[src/rtl/alu2_result_stage.sv]
// Registered FIFO output stage behind the alu4_cl ALU, with a saturating count of popped k=1 results.
// Optional parity storage is built when ALU2_RES_PARITY_EN is defined; otherwise out_par is tied to 0.
module alu2_result_stage #(
   parameter int DEPTH = 4,
   parameter int CW    = 8
) (
   input  logic                     clk,
   input  logic                     rst_n,
   input  logic                     in_valid,
   output logic                     in_ready,
   input  logic [5:0]               in_res,
   output logic                     out_valid,
   input  logic                     out_ready,
   output logic [5:0]               out_res,
   output logic                     out_par,
   output logic [$clog2(DEPTH):0]   level,
   input  logic                     clr_count,
   output logic [CW-1:0]            count_k
);

   localparam int AW = $clog2(DEPTH);
   localparam int LW = AW + 1;
   localparam logic [LW-1:0] FULL_LVL = LW'(DEPTH);

   logic [5:0]    res_mem [DEPTH];
   logic [AW-1:0] wr_ptr;
   logic [AW-1:0] rd_ptr;
   logic [LW-1:0] level_nxt;
   logic          push;
   logic          pop;

   // Handshake flags come from registered occupancy only, so out_ready never reaches in_ready.
   assign in_ready  = (level != FULL_LVL);
   assign out_valid = (level != '0);
   assign push      = in_valid && in_ready;
   assign pop       = out_valid && out_ready;
   assign out_res   = res_mem[rd_ptr];

   // NOTE: every signal written in always_comb gets a default first, so no path leaves it unassigned (no latch).
   always_comb begin
      level_nxt = level;
      case ({push, pop})
         2'b10:   level_nxt = level + LW'(1);
         2'b01:   level_nxt = level - LW'(1);
         default: level_nxt = level;
      endcase
   end

   // NOTE: sequential state uses non-blocking assignments so all registers update together at the edge.
   always_ff @(posedge clk or negedge rst_n) begin
      if (!rst_n) begin
         wr_ptr <= '0;
         rd_ptr <= '0;
         level  <= '0;
      end else begin
         if (push) wr_ptr <= wr_ptr + AW'(1);
         if (pop)  rd_ptr <= rd_ptr + AW'(1);
         level <= level_nxt;
      end
   end

   // NOTE: storage is reset too, because out_res must read 0 after reset rather than stale contents.
   always_ff @(posedge clk or negedge rst_n) begin
      if (!rst_n) begin
         for (int i = 0; i < DEPTH; i++) res_mem[i] <= '0;
      end else if (push) begin
         res_mem[wr_ptr] <= in_res;
      end
   end

`ifdef ALU2_RES_PARITY_EN
   logic par_mem [DEPTH];

   always_ff @(posedge clk or negedge rst_n) begin
      if (!rst_n) begin
         for (int i = 0; i < DEPTH; i++) par_mem[i] <= 1'b0;
      end else if (push) begin
         par_mem[wr_ptr] <= ^in_res;
      end
   end

   assign out_par = par_mem[rd_ptr];
`else
   assign out_par = 1'b0;
`endif

   // Clear wins over an increment landing on the same edge.
   always_ff @(posedge clk or negedge rst_n) begin
      if (!rst_n) begin
         count_k <= '0;
      end else if (clr_count) begin
         count_k <= '0;
      end else if (pop && out_res[5] && (count_k != '1)) begin
         count_k <= count_k + CW'(1);
      end
   end

endmodule

[config.mk]
export PLATFORM = sky130hd
export DESIGN_NAME = alu2_result_stage
export DESIGN_NICKNAME = d
export VERILOG_FILES = /design/src/rtl/alu2_result_stage.sv
export SDC_FILE = /design/constraint.sdc
export NUM_CORES = 1
export LEC_CHECK = 0
export CAP_MARGIN = 10
export CORE_ASPECT_RATIO = 1.4
export CORE_MARGIN = 2
export CORE_UTILIZATION = 45
export CTS_CLUSTER_DIAMETER = 50
export DETAILED_ROUTE_END_ITERATION = 16
export GPL_ROUTABILITY_DRIVEN = 0
export PLACE_DENSITY = 0.78
export SLEW_MARGIN = 30
export SYNTH_ARGS = -nofsm -noshare
export SYNTH_HDL_FRONTEND = slang
export SYNTH_SLANG_ARGS = --single-unit
export TNS_END_PERCENT = 1
[constraint.sdc]
create_clock -name clk -period 1.9 [get_ports clk]
set_clock_uncertainty 0.15 [all_clocks]
set_input_delay 0.38 -clock clk [delete_from_list [all_inputs] [get_ports clk]]
set_output_delay 0.38 -clock clk [all_outputs]
set_load 0.005 [all_outputs]
==> results of run 1 <==
==> power groups by stage <==
| stage | Combinational, mW | Clock, mW | Sequential (mW) |
|---|---|---|---|
| 6_report | 1.97 | 0.683 | 1.48 |
| 5_1_grt | 2.14 | 0.742 | 1.52 |
| 4_1_cts | 1.96 | 0.704 | 1.46 |
| 3_5_place_dp | 1.75 | 0 | 1.49 |
| 3_3_place_gp | 1.67 | 0 | 1.43 |
| 2_1_floorplan | 1.04 | 0 | 1.36 |
==> final timing paths <==
kind / from / end / slack, ns
worst min-delay path: res_mem[2] / res_mem[2] / 0.36
worst min register to register: res_mem[2] / res_mem[2] / 0.36
max in group asynchronous: rst_n / level[2] / 0.70
min in group asynchronous: rst_n / count_k[6] / 0.51
worst max register to register: rd_ptr[0] / count_k[5] / -0.14
worst max-delay path: rd_ptr[0] / out_res[5] / -0.16
==> kinds of logic after synthesis <==
kind of cell / Yosys count / synth area share [%]
buffers and inverters: 12 / 3.45
DFF: 39 / 51.8
other: 1 / 0.199
muxes: 32 / 23.6
adders and majority gates: 7 / 5.05
AOI/OAI and AO/OA: 16 / 6.11
xor gates and xnor gates: 7 / 3.25
and+or+nand+nor: 25 / 6.57
==> state kept, by name, indices dropped and copies added (netlist names) <==
register / flops
count_k: 8
wr_ptr: 2
rd_ptr: 2
res_mem: 24
level: 3
==> final cells by class <==
class / instances / share of cell area (%)
sequential: 39 / 38.1
clock inverter: 3 / 1.70
tap: 43 / 2.09
timing repair buffer: 54 / 19.9
inverter: 7 / 1.02
clock buffer: 5 / 2.68
multi-input combinational: 89 / 34.6
==> synth_stat cells, drive strengths merged <==
| cell | number | area share, % |
|---|---|---|
| dfrtp | 39 | 52 |
| mux2 | 24 | 14 |
| nand2 | 9 | 1.8 |
| inv | 7 | 1.4 |
| a21oi | 6 | 1.6 |
| ha | 6 | 4.0 |
| mux4 | 6 | 8.2 |
| buf | 4 | 1.8 |
| nand3 | 4 | 1.1 |
| nor2 | 4 | 0.80 |
| o21ai | 4 | 1.1 |
| or3 | 4 | 1.4 |
| xor2 | 4 | 1.9 |
| o31ai | 3 | 1.2 |
| or4 | 3 | 1.2 |
| xnor2 | 3 | 1.4 |
| mux2i | 2 | 1.1 |
| a21boi | 1 | 0.60 |
| clkbuf | 1 | 0.27 |
| conb | 1 | 0.20 |
| fa | 1 | 1.1 |
| nand4 | 1 | 0.33 |
| o211ai | 1 | 1.1 |
| o31a | 1 | 0.53 |
==> layer usage <==
layer | track usage, % | vias up | wire length [um]
li1 | - | 609 | -
met1 | 23.2 | 682 | 1630
met2 | 35.1 | 30 | 2290
met3 | 4.19 | 6 | 171
met4 | 6.82 | 0 | 59
met5 | 0 | - | 0
==> repair_timing <==
item	CTS	global route
hold endpoints to repair	32	0
cloned	1	0
hold buffers	1	0
setup buffers	11	0
setup endpoints to repair	18	18
pin swaps	7	1
resized for setup	44	7
==> reports/qor.yml, run 1 <==
grt_max_degree: 40
finalCriticalPeriod_ns: 2.06
final_net_count: 214
ys_ff_latch: 39
drt_iter0_drc: 35
ioPinCount: 31
clock_sinks: 39
clk-insertion-delay-late_ns: 0.29
netlist_area_um2: 1880
route.detailed.drc: 2
die_w_um: 58.7
row_count: 27
critical_path_depth: 3
synth_nets: 157
rsz0062_at_grt: "yes"
gr-usage-all-layers_pct: 19.8
max_freq_mhz: 484
multi_input_area_um2: 890
worst_hold_path_type: "reg -> reg"
grt_pass1_wl_um: 6880
finalWorstSetupSlack_ns: -0.164
critPathMaxFanout: 6
seq_area_frac_synth_pct: 51.8
power_frac_seq_pct: 35.8
clk_pin_slew_ns: 0.08
wire_per_inst_um: 17.3
p_per_area_nw_per_um2: 1610
routed_wl_um: 4150
route.vias.total: 1327
coreArea_um2: 3990
yosys_warnings: 0
final_common_cell: "dfrtp_1"
critical_path.top_delay_family: "multiplexers"
cp.arrival_ns: 1.53
swShare_pct: 31.5
dpl_cell_area_um2: 2330
detailed_place_hpwl_um: 2770
crit_path_frequent_cell: "buf_6"
synth_area_per_cell_um2: 13.6
initial_utilization_pct: 47.3
grt_pass1_vias: 1444
whs_ns: 0.359
diodes: 0
chipHeight_um: 80.6
slowest_stage: "mux4_2"
final_area_um2: 2570
syn_inst: 139
cts_root_buf: "clkbuf_8"
area_growth_pct: 36.5
violations: "DRC, setup timing"
yosysUniqueCellTypes: 28
cp-end-kind: "output pin"
antenna_found_initial: 0
min_delay_path_depth: 1
portBuffers: 29
ant_nets: 0
drive_above_1_share_pct: 43.7
p_clk_share_pct: 16.5
grt_overflow: 0
setup_viol: 16
seq_area_um2: 978
power_leakage_nw: 1.13
clockBufferDepth: 2
total_power_mw: 4.13
path_cells: "buf_6, mux4_2, buf_6"
r2r_cells: 6
drt-pass1-iter-count: 10
switchingPower_mw: 1.30
dp_cells: 220
tns_ns: -1.61
crit_path_max_incr_delay_ns: 0.53
ir_worst_vdd_mv: 1.02
drv_cap: 0
crit_type: "reg -> out"
dp_slack_ns: -0.339
final_hold_viol_count: 0
fillers: 318
stdcell_count: 240
outcome: "finished, violations left"
htreeDepth: 2
maxSlewViolCount: 0
utilization_pct: 64.5
layout_common_cells: "dfrtp_1, mux2_2, clkdlybuf4s50_1"
period_share_pct: 109
power_frac_comb_pct: 47.7
start_kind: "flop"
numCtsBuffers: 5
internal_power_mw: 2.83
cp_data_required_time_ns: 1.37
via_per_inst: 5.53
cts_tree: "done"
crit_buf_inv: 2
die-area_um2: 4730
Power figures use the tool's default switching activity.
==> run 2: changes to the inputs <==
--- a/config.mk
+++ b/config.mk
@@ -5,7 +5,7 @@
 export SDC_FILE = /design/constraint.sdc
 export NUM_CORES = 1
 export LEC_CHECK = 0
-export CAP_MARGIN = 10
+export CAP_MARGIN = 20
 export CORE_ASPECT_RATIO = 1.4
 export CORE_MARGIN = 2
 export CORE_UTILIZATION = 45
@@ -13,6 +13,7 @@
 export DETAILED_ROUTE_END_ITERATION = 16
 export GPL_ROUTABILITY_DRIVEN = 0
 export PLACE_DENSITY = 0.78
+export RECOVER_POWER = 100
 export SLEW_MARGIN = 30
 export SYNTH_ARGS = -nofsm -noshare
 export SYNTH_HDL_FRONTEND = slang
==> run 2 against run 1 <==
  * The flow still finishes with violations (DRC, setup timing)
  * Sequential power barely moved
  * Total power shrank 3.0%
  * Routed wire length shrank 0.39%
  * Core utilization shrank 1.9 points
  * Critical endpoint unchanged
  * Critical path type unchanged
  * Highest routed layer unchanged
  * Worst setup slack is essentially flat
  * Sequential cell count did not move
  * Design area decreased by 3.0%
  * Global-route usage unchanged
  * Non-clock buffer count unchanged
  * Fmax barely moved
==> reports/qor.yml, run 2 (same netlist as run 1, synthesis figures left out) <==
tns_ns: -1.72
p_per_area_nw_per_um2: 1610
cp.arrival_ns: 1.53
gr-usage-all-layers_pct: 19.8
detailed_place_hpwl_um: 2770
route.detailed.drc: 2
numCtsBuffers: 5
critical_path.top_delay_family: "multiplexers"
crit_path_max_incr_delay_ns: 0.53
setup_viol: 16
seq_area_um2: 977
via_per_inst: 5.53
cp-end-kind: "output pin"
layout_common_cells: "dfrtp_1, mux2_2, clkdlybuf4s50_1"
ioPinCount: 31
largest_register_ffs: 24
ant_nets: 0
maxSlewViolCount: 0
grt_pass1_vias: 1444
finalCriticalPeriod_ns: 2.06
final_hold_viol_count: 0
finalWorstSetupSlack_ns: -0.164
rsz0062_at_grt: "yes"
path_cells: "buf_6, mux4_2, buf_6"
multi_input_area_um2: 875
cts_tree: "done"
initial_utilization_pct: 47.3
drv_cap: 0
clockBufferDepth: 2
critPathMaxFanout: 6
p_clk_share_pct: 17.0
portBuffers: 29
drive_above_1_share_pct: 41.6
die_w_um: 58.7
clk_pin_slew_ns: 0.08
slowest_stage: "mux4_2"
crit_path_frequent_cell: "buf_6"
route.vias.total: 1328
clock_sinks: 39
final_common_cell: "dfrtp_1"
power_leakage_nw: 1.11
largest_registers: "res_mem: 24 flops, count_k: 8 flops, level: 3 flops"
stdcell_count: 240
swShare_pct: 31.9
drt-pass1-iter-count: 10
cp_data_required_time_ns: 1.37
power_frac_seq_pct: 36.8
final_area_um2: 2490
period_share_pct: 109
start_kind: "flop"
outcome: "finished, violations left"
power_frac_comb_pct: 46.2
crit_buf_inv: 2
grt_pass1_wl_um: 6880
antenna_found_initial: 0
worst_slew_pin_slew_ns: 0.965
max_freq_mhz: 484
ir_worst_vdd_mv: 0.991
crit_type: "reg -> out"
grt_max_degree: 40
fillers: 330
internal_power_mw: 2.73
dpl_cell_area_um2: 2330
routed_wl_um: 4130
final_net_count: 214
row_count: 27
total_power_mw: 4.01
drt_iter0_drc: 38
regMostFlops: "res_mem"
wire_per_inst_um: 17.2
switchingPower_mw: 1.28
cts_root_buf: "clkbuf_8"
clk-insertion-delay-late_ns: 0.29
coreArea_um2: 3990
grt_overflow: 0
area_growth_pct: 32.3
chipHeight_um: 80.6
htreeDepth: 2
die-area_um2: 4730
violations: "DRC, setup timing"
worst_hold_path_type: "reg -> reg"
diodes: 0
slew-limit-headroom_pct: 35.7
dp_cells: 220
## run 2: area by class of cell
| type | instances | share of cell area (%) |
|---|---|---|
| clock buffers | 5 | 2.76 |
| clock inverters | 3 | 1.76 |
| inverters | 7 | 1.05 |
| multi-input cells | 89 | 35.1 |
| flip-flops and latches | 39 | 39.2 |
| well taps | 43 | 2.16 |
| repair buffers | 54 | 18.0 |
## run 2: final timing paths
kind	start	end	slack, ns	depth (start not counted)
worst max-delay path	rd_ptr[0]	out_res[5]	-0.16	3
worst min-delay path	res_mem[2]	res_mem[2]	0.36	1
worst max register to register	rd_ptr[0]	count_k[5]	-0.14	6
worst min register to register	res_mem[2]	res_mem[2]	0.36	1
max in group asynchronous	rst_n	rd_ptr[0]	0.24	3
min in group asynchronous	rst_n	count_k[6]	0.70	3
## run 2: power groups by stage
stage | Clock [mW] | Sequential (mW) | Combinational (mW)
CTS | 0.704 | 1.46 | 1.96
floorplan | 0 | 1.36 | 1.04
detailed placement | 0 | 1.49 | 1.75
finish | 0.682 | 1.47 | 1.85
global route | 0.742 | 1.52 | 2.02
global placement | 0 | 1.43 | 1.67
## run 2: through the flow
step           hold WS (ns)  setup WS (ns)  utilization, %
2_1_floorplan       -0.0656       -0.00966               -
3_3_place_gp          0.294         -0.248            58.6
3_5_place_dp          0.313         -0.339            58.6
4_1_cts               0.360         -0.151            63.9
5_1_grt               0.382         -0.237            62.6
6_report              0.358         -0.164            62.6
## run 2: per-layer routing
layer  global-route usage, %  share of wire, %
met5                       0                 0
met4                    6.82               1.4
met3                    4.19               4.5
met2                    35.1                55
met1                    23.2                39
## run 2: what timing repair did
item | CTS | global route
gates cloned | 1 | 0
resized for setup | 44 | 7
hold buffers | 1 | 0
buffers inserted | 11 | 0
endpoints found under the setup margin | 18 | 18
endpoints found under the hold margin | 32 | 0
pin swaps | 7 | 1
==> run 3: changes to the inputs <==
--- a/config.mk
+++ b/config.mk
@@ -6,13 +6,15 @@
 export NUM_CORES = 1
 export LEC_CHECK = 0
 export CAP_MARGIN = 20
+export CELL_PAD_IN_SITES_DETAIL_PLACEMENT = 1
+export CELL_PAD_IN_SITES_GLOBAL_PLACEMENT = 1
 export CORE_ASPECT_RATIO = 1.4
 export CORE_MARGIN = 2
-export CORE_UTILIZATION = 45
+export CORE_UTILIZATION = 38
 export CTS_CLUSTER_DIAMETER = 50
 export DETAILED_ROUTE_END_ITERATION = 16
 export GPL_ROUTABILITY_DRIVEN = 0
-export PLACE_DENSITY = 0.78
+export PLACE_DENSITY = 0.8
 export RECOVER_POWER = 100
 export SLEW_MARGIN = 30
 export SYNTH_ARGS = -nofsm -noshare
==> run 3 against run 2 <==
  * The run ends with setup timing left
  * Via count grew 0.23%
  * Largest power group unchanged
  * Critical path depth is the same
  * Clock-buffer cell count grew 1
  * Non-clock buffer count shrank 3
  * Core utilization shrank 10 points
  * Sequential share of layout area shrank 0.49 points
  * Routed wire length grew 3.6%
  * Global-route usage shrank 2.5 points
  * Fmax shrank 0.51%
==> reports/qor.yml, run 3 (same netlist as run 1, synthesis figures left out) <==
cp-startpoint: "rd_ptr[0]"
worst_slew_pin_slew_ns: 0.971
route.detailed.drc: 0
drt_iter0_drc: 30
die-area_um2: 5550
p_clk_share_pct: 20.1
ioPinCount: 31
chipHeight_um: 87.3
drive_above_1_share_pct: 39.2
rrSetupSlack_ns: -0.14
grt_pass1_wl_um: 7250
die_w_um: 63.5
cp-end-kind: "output pin"
endpoint: "out_res[5]"
worst_hold_path_type: "reg -> reg"
final_common_cell: "dfrtp_1"
internal_power_mw: 2.82
final_hold_viol_count: 0
tns_ns: -2.81
r2r-start: "rd_ptr[0]"
clockBufferDepth: 2
wl_met1_um: 1670
grt_max_degree: 40
antenna_found_initial: 0
slew-limit-headroom_pct: 35.3
maxSlewViolCount: 0
clk_pin_slew_ns: 0.08
wl_met3_um: 141
grt_pass1_vias: 1471
fillers: 534
final_net_count: 211
ant_nets: 0
finalCriticalPeriod_ns: 2.07
initial_utilization_pct: 39.2
cp.arrival_ns: 1.54
outcome: "finished, violations left"
numCtsBuffers: 5
wire_per_inst_um: 16.6
area_growth_pct: 34.0
portBuffers: 29
max_freq_mhz: 482
grt_overflow: 0
largest_register_ffs: 24
violations: "setup timing"
r2r-end: "count_k[7]"
row_count: 30
switchingPower_mw: 1.24
regMostFlops: "res_mem"
drt-pass1-iter-count: 4
drv_cap: 0
layout_common_cells: "dfrtp_1, mux2_2, clkdlybuf4s50_1"
setup_viol: 39
diodes: 0
route.vias.total: 1331
cts_tree: "done"
clk-insertion-delay-late_ns: 0.30
rsz0062_at_grt: "yes"
critPathMaxFanout: 5
coreArea_um2: 4800
dpl_cell_area_um2: 2340
routed_wl_um: 4280
period_share_pct: 109
dp_slack_ns: -0.327
power_frac_comb_pct: 43.8
dr_wl_met2_um: 2400
r2r_cells: 6
swShare_pct: 30.5
power_frac_seq_pct: 36.1
largest_registers: "res_mem: 24 flops, count_k: 8 flops, level: 3 flops"
maxUsedRoutingLayer: "met4"
detailed_place_hpwl_um: 2970
crit_type: "reg -> out"
utilization_pct: 52.6
p_per_area_nw_per_um2: 1610
clock_sinks: 39
start_kind: "flop"
via_per_inst: 5.16
finalWorstSetupSlack_ns: -0.175
cp_data_required_time_ns: 1.37
power_leakage_nw: 1.10
final_area_um2: 2520
cts_root_buf: "clkbuf_8"
ir_worst_vdd_mv: 0.880
gr-usage-all-layers_pct: 17.3
htreeDepth: 2
total_power_mw: 4.06
==> run 3: cell types whose count changed in the layout (fill, tap and decap cells not counted), sizes merged <==
cell,before,now
clkbuf,13,9
clkinv,2,0
dlygate4sd3,3,5
buf,24,25
bufinv,1,2
clkdlybuf4s15,0,1
clkdlybuf4s50,17,16
dlygate4sd2,2,1
==> run 3: critical path: stages, from the launching register on <==
cell and delay (ns):
dfrtp_2 0.46, buf_6 0.12, mux4_2 0.51, buf_2 0.15
==> run 3: repair_timing <==
action | CTS | global route
endpoints found under the hold margin | 9 | 0
pin swaps | 5 | 4
hold buffers | 1 | 0
setup buffers | 6 | 0
gates cloned | 1 | 0
setup endpoints to repair | 17 | 19
gates resized for setup | 37 | 11
==> run 3: power by group through the flow <==
stage               combinational, mW  clock (mW)  sequential (mW)
finish                           1.78       0.815             1.46
global route                     1.94       0.871             1.52
CTS                              1.81       0.833             1.47
detailed placement               1.72           0             1.49
global placement                 1.63           0             1.44
floorplan                        1.04           0             1.36
==> run 3: worst min path at each step <==
stage	start	end	slack, ns	cells after the start
3_3_place_gp	rst_n	res_mem[8]	0.30	2
3_5_place_dp	rst_n	res_mem[14]	0.31	2
6_report	res_mem[5]	res_mem[5]	0.36	1
2_1_floorplan	rst_n	count_k[0]	-0.07	0
4_1_cts	res_mem[5]	res_mem[5]	0.36	1
5_1_grt	res_mem[1]	res_mem[1]	0.38	1
==> run 3: cell type report <==
class                           instances  area [um2]  share of cell area [%]
Clock buffer                            6        72.6                    2.87
Clock inverter                          2        60.1                    2.38
Inverter                                7        26.3                    1.04
Multi-Input combinational cell         89         867                    34.3
Sequential cell                        39         977                    38.7
Tap cell                               64        80.1                    3.17
Timing Repair Buffer                   51         442                    17.5
==> run 3: per-layer routing <==
metal	GRT usage (%)	vias up
li1	-	607
met1	18.6	691
met2	33.1	24
met3	3.75	9
met4	5.93	0
met5	0	-
==> run 3: through the flow <==
stage,cells,hold WS (ns)
after floorplan,139,-0.0656
after global placement,243,0.301
after detailed placement,243,0.315
after CTS,258,0.358
after global routing,258,0.379
final,258,0.358
